### src/rtl/rc5_dec_core.sv
// RC5-32 decryption core with on-chip key expansion (b = 16 byte key).
// Optional macro RC5_DEC_FULL_ROUND_EN: when defined, each ROUND cycle
// performs a full round (both halves); otherwise one half-round per cycle.
module rc5_dec_core #(
  parameter int unsigned ROUNDS = 12
) (
  input  logic         clk,
  input  logic         rst,
  input  logic [127:0] key,
  input  logic         key_en,
  output logic         key_ok,
  input  logic [63:0]  din,
  input  logic         din_en,
  output logic         din_rdy,
  output logic [63:0]  dout,
  output logic         dout_en
);

  localparam int unsigned T         = 2 * ROUNDS + 2;
  localparam int unsigned MIX_STEPS = 3 * T;
  localparam int unsigned IW        = $clog2(T);
  localparam int unsigned CW        = $clog2(MIX_STEPS);
  localparam int unsigned KW        = $clog2(ROUNDS + 1);
  localparam logic [31:0] P32       = 32'hB7E15163;
  localparam logic [31:0] Q32       = 32'h9E3779B9;

  typedef enum logic [2:0] {
    IDLE,
    INIT,
    MIX,
    READY,
    ROUND,
    FINAL
  } state_t;

  state_t state, state_nxt;

  logic [31:0]   s_tab [T];
  logic [31:0]   l_tab [4];
  logic [31:0]   a_reg, b_reg;
  logic [31:0]   init_val;
  logic [IW-1:0] i_idx;
  logic [1:0]    j_idx;
  logic [CW-1:0] step;
  logic [KW-1:0] k_idx;
`ifndef RC5_DEC_FULL_ROUND_EN
  logic          phase;
`endif

  logic [31:0]   mix_a, mix_ab, mix_b;
  logic [IW-1:0] idx_even, idx_odd;
  logic [31:0]   hb, ha, ha_key;
  logic          init_last, mix_last, round_last;

  function automatic logic [31:0] rotl(input logic [31:0] x, input logic [4:0] n);
    logic [63:0] d;
    d = {x, x} << n;
    return d[63:32];
  endfunction

  function automatic logic [31:0] rotr(input logic [31:0] x, input logic [4:0] n);
    logic [63:0] d;
    d = {x, x} >> n;
    return d[31:0];
  endfunction

  assign din_rdy = (state == READY) && key_ok;

  // Key-mix step and decryption round datapath.
  always_comb begin
    mix_a     = rotl(s_tab[i_idx] + a_reg + b_reg, 5'd3);
    mix_ab    = mix_a + b_reg;
    mix_b     = rotl(l_tab[j_idx] + mix_ab, mix_ab[4:0]);
    idx_even  = IW'({k_idx, 1'b0});
    idx_odd   = idx_even | IW'(1);
    hb        = rotr(b_reg - s_tab[idx_odd], a_reg[4:0]) ^ a_reg;
`ifdef RC5_DEC_FULL_ROUND_EN
    ha_key    = hb;
`else
    ha_key    = b_reg;
`endif
    ha        = rotr(a_reg - s_tab[idx_even], ha_key[4:0]) ^ ha_key;
    init_last = (i_idx == IW'(T - 1));
    mix_last  = (step == CW'(MIX_STEPS - 1));
`ifdef RC5_DEC_FULL_ROUND_EN
    round_last = (k_idx == KW'(1));
`else
    round_last = phase && (k_idx == KW'(1));
`endif
  end

  // State register.
  always_ff @(posedge clk or posedge rst) begin
    if (rst) state <= IDLE;
    else     state <= state_nxt;
  end

  // Next-state logic; a key load overrides every other transition.
  always_comb begin
    state_nxt = state;
    if (key_en) begin
      state_nxt = INIT;
    end else begin
      case (state)
        IDLE:    state_nxt = IDLE;
        INIT:    if (init_last) state_nxt = MIX;
        MIX:     if (mix_last) state_nxt = READY;
        READY:   if (din_en) state_nxt = ROUND;
        ROUND:   if (round_last) state_nxt = FINAL;
        FINAL:   state_nxt = READY;
        default: state_nxt = IDLE;
      endcase
    end
  end

  // Tables, working registers, counters and outputs.
  always_ff @(posedge clk or posedge rst) begin
    if (rst) begin
      for (int unsigned n = 0; n < T; n++) s_tab[n] <= '0;
      for (int unsigned n = 0; n < 4; n++) l_tab[n] <= '0;
      a_reg    <= '0;
      b_reg    <= '0;
      init_val <= '0;
      i_idx    <= '0;
      j_idx    <= '0;
      step     <= '0;
      k_idx    <= '0;
`ifndef RC5_DEC_FULL_ROUND_EN
      phase    <= 1'b0;
`endif
      key_ok   <= 1'b0;
      dout     <= '0;
      dout_en  <= 1'b0;
    end else begin
      dout_en <= 1'b0;
      if (key_en) begin
        l_tab[0] <= key[31:0];
        l_tab[1] <= key[63:32];
        l_tab[2] <= key[95:64];
        l_tab[3] <= key[127:96];
        key_ok   <= 1'b0;
        init_val <= P32;
        a_reg    <= '0;
        b_reg    <= '0;
        i_idx    <= '0;
        j_idx    <= '0;
        step     <= '0;
        k_idx    <= '0;
`ifndef RC5_DEC_FULL_ROUND_EN
        phase    <= 1'b0;
`endif
      end else begin
        case (state)
          INIT: begin
            s_tab[i_idx] <= init_val;
            init_val     <= init_val + Q32;
            i_idx        <= init_last ? '0 : i_idx + 1'b1;
          end
          MIX: begin
            s_tab[i_idx] <= mix_a;
            l_tab[j_idx] <= mix_b;
            a_reg        <= mix_a;
            b_reg        <= mix_b;
            i_idx        <= (i_idx == IW'(T - 1)) ? '0 : i_idx + 1'b1;
            j_idx        <= j_idx + 1'b1;
            if (mix_last) begin
              step   <= '0;
              key_ok <= 1'b1;
            end else begin
              step   <= step + 1'b1;
            end
          end
          READY: begin
            if (din_en) begin
              a_reg <= din[31:0];
              b_reg <= din[63:32];
              k_idx <= KW'(ROUNDS);
`ifndef RC5_DEC_FULL_ROUND_EN
              phase <= 1'b0;
`endif
            end
          end
          ROUND: begin
`ifdef RC5_DEC_FULL_ROUND_EN
            a_reg <= ha;
            b_reg <= hb;
            k_idx <= k_idx - 1'b1;
`else
            if (!phase) begin
              b_reg <= hb;
              phase <= 1'b1;
            end else begin
              a_reg <= ha;
              phase <= 1'b0;
              k_idx <= k_idx - 1'b1;
            end
`endif
          end
          FINAL: begin
            dout    <= {b_reg - s_tab[1], a_reg - s_tab[0]};
            dout_en <= 1'b1;
          end
          default: ;
        endcase
      end
    end
  end

endmodule

### config.mk
export PLATFORM = sky130hd
export DESIGN_NAME = rc5_dec_core
export DESIGN_NICKNAME = d
export VERILOG_FILES = /design/src/rtl/rc5_dec_core.sv
export SDC_FILE = /design/constraint.sdc
export NUM_CORES = 2
export LEC_CHECK = 0
export BUFFER_PORTS_ARGS = -buffer_cell sky130_fd_sc_hd__buf_2
export CORE_MARGIN = 4
export CORE_UTILIZATION = 29
export DETAILED_ROUTE_END_ITERATION = 7
export PLACE_DENSITY = 0.44
export SLEW_MARGIN = 10
export SYNTH_ARGS = -nofsm -noshare
export SYNTH_HDL_FRONTEND = slang
export SYNTH_SLANG_ARGS = --single-unit
### constraint.sdc
create_clock -name clk -period 66.5 [get_ports clk]
set_input_delay 13.3 -clock clk [delete_from_list [all_inputs] [get_ports clk]]
set_output_delay 13.3 -clock clk [all_outputs]
set_load 0.02 [all_outputs]
==> results by group <==
Worst hold path
  – Hold Crit Class: reg2reg
  – Hold wc startpoint: dout[56]

Floorplan
  – Initial Util: 0.2914
  – Die height: 532.6 um
  – IO Pins: 263
  – Die area: 0.2837 mm^2
  – CORE AREA: 0.2739 mm^2
  – Cell row count: 192
  – Die X: 532.6 um

Clocking
  – CTS root buf: clkbuf_16
  – Clock Tree Buf Depth: 4
  – # resized after CTS: 0
  – H-tree depth: 4
  – Clock Sinks: 1,144
  – Post-CTS Hold Buffers: 0
  – Reg clk slew, reported paths: 0.06 ns
  – TritonCTS clock tree: built
  – Number of CTS-inserted buffers: 148
  – Worst-skew pair later-pin latency: 0.84 ns
  – # Post-CTS Setup Buffers: 0

Global routing
  – Initial antenna violation count: 30
  – GRT Total Usage: 0.2608
  – Vias in the first global route: 70,270
  – First-pass GRT wire length: 542.5 mm
  – Total congestion overflow: 0
  – Pin count of the biggest net entering global routing: 186

Yosys
  – Synth top area share: 0.3587
  – Most common cell in the netlist: nand2_1
  – Post-synthesis sequential area ratio: 0.3587
  – Netlist Area Pre-Place: 0.07981 mm^2
  – Ys async rst share: 1.000
  – Area leader, netlist: dfrtp_1
  – Syn_nets: 9,158
  – Gate count of the mapped netlist: 8,696
  – Ys Warns: 0
  – Syn avg cell area: 9.178 um^2
  – Post-synth EDFFs: 0
  – Area contributors post-synth: dfrtp_1, mux4_2, o21ai_0, nand2_1, mux2i_1
  – Main synth FF type: dfrtp_1
  – Flops & latches, synth: 1,144
  – Top post-synthesis cells by count: nand2_1, o21ai_0, dfrtp_1, clkbuf_1, mux4_2
  – Unique masters post-synth: 103

Timing
  – Slew HR: 0.02141
  – Worst Max-Slew Pin Slew: 1.468 ns
  – Final hold slack: 0.4848 ns
  – Min cycle time layout: 16.13 ns
  – Clk_skew: 0.07018 ns
  – Total negative slack: 0 ns
  – Setup Viol. Count Final: 0
  – Max frequency: 61.99 MHz
  – Count of pins over their slew limit: 0
  – Hold Vio Cnt, Final: 0
  – RSZ-0062 raised after global routing: no
  – Fin crit share: 0.2426

Worst setup path
  – Worst r2r src: i_idx[1]
  – CP top delay family: compound AO/OA/AOI/OAI gates
  – Crit path largest cell delay: 0.86 ns
  – Crit path buf inv count: 5
  – Worst path slowest cell: xnor2_1
  – Most frequent CP cell: o21ai_0
  – WS Path Type: reg2reg
  – CP Launch Point: i_idx[1]
  – Arr. time, crit path: 16.80 ns
  – Critical Path RT: 67.17 ns
  – CP Capture Type: register
  – Worst-path fanout max: 40
  – Startpoint Class: register

Routing
  – Vias: 72,800
  – DR WL/cell: 30.77 um
  – Routed WL: 382.0 mm
  – Met2 routed WL: 173.4 mm
  – DRT iter0 DRCs: 7,359
  – Antenna-violating nets left: 0
  – M1 wire length: 159.1 mm
  – Vias/cell: 5.863
  – Residual DRC: 0
  – Highest Signal Layer: met5
  – DRT Pass-1 Iters: 6
  – Wire length on met3: 27.56 mm

Cells and area
  – Non-Filler Instances: 12,420
  – Share of cells above drive strength 1: 0.1699
  – Layout Nets: 9,178
  – Final Util: 0.3309
  – Most flops, register: s_tab
  – Largest register FFs: 832
  – Top flop regs: s_tab x832, l_tab x128, dout x64
  – Synth-to-Final Area Change: 13.54%

Outcome
  – Status: finished clean

Placement
  – I/O Buffers: 262
  – Routability cong.: 0.9927
  – Dpl hpwl: 276.5 mm
  – Placed Instances: 12,150

Flow run
  – Max Cap Viol: 0
metal layers:
metal / up-vias / global-route usage
li1: 32220 / -
met1: 36910 / 0.3429
met2: 2942 / 0.4127
met3: 711 / 0.05063
met4: 22 / 0.1236
met5: - / 0
worst paths after layout:
check                           cells after the start        end  slack, ns
worst min register to register                      2   dout[56]       0.48
max in group asynchronous                           5   dout[30]      50.52
min in group asynchronous                           2   dout[47]      12.57
worst max-delay path                               43  b_reg[22]      50.37
worst min-delay path                                2   dout[56]       0.48
worst max register to register                     43  b_reg[22]      50.37
final cells by class:
type | instances | area, um^2
antenna | 10 | 25.02
clock buffer | 219 | 4354
clock inverter | 33 | 372.9
fill | 28260 | 183200
inverter | 194 | 737.0
multi-input combinational | 6662 | 48280
sequential | 1144 | 28660
tap | 3589 | 4491
timing repair buffer | 566 | 3701
worst min-delay path, stage by stage (launching register included):
cell,delay [ns]
dfrtp_1,0.34
nand2_1,0.05
o21ai_0,0.06
cells in the final DEF, fill, tap and decap left out, types with 150 or more instances in the layout:
cell       Yosys  layout
buf_4          2     295
buf_2         13     261
nor2_1       416     411
mux2i_1      293     266
clkbuf_16      0     151
nand2_1     1558    1532
o21ai_0     1182    1178
ha_1         228     227
mux4_2       459     459
nor3_1       151     150
dfrtp_1     1144    1126
inv_1        189     184
a21oi_1      449     443
cells by family (layout without fill, tap and decap cells):
family                     count (synthesis)  count (layout)  share of synthesized area
AOI/OAI and AO/OA                       2692            2692                     0.2122
xor gates and xnor gates                 204             204                    0.02239
adders and majority gates                266             266                    0.04528
buffers and inverters                    890            1012                    0.04217
DFF                                     1144            1144                     0.3587
muxes                                    784             784                     0.1708
other                                      0              10                          0
and+or+nand+nor                         2716            2716                     0.1484
metrics by stage:
stage / worst slack [ns] / area, um^2
floorplan: 20.98 / 79810
global placement: 49.70 / 85840
detailed placement: 49.64 / 85850
CTS: 50.48 / 90580
global route: 49.77 / 90600
finish: 50.37 / 90620
Power is left out: the tool's default activity adds up to more than one toggle a clock period on the data nets, which glitch-free logic cannot reach.
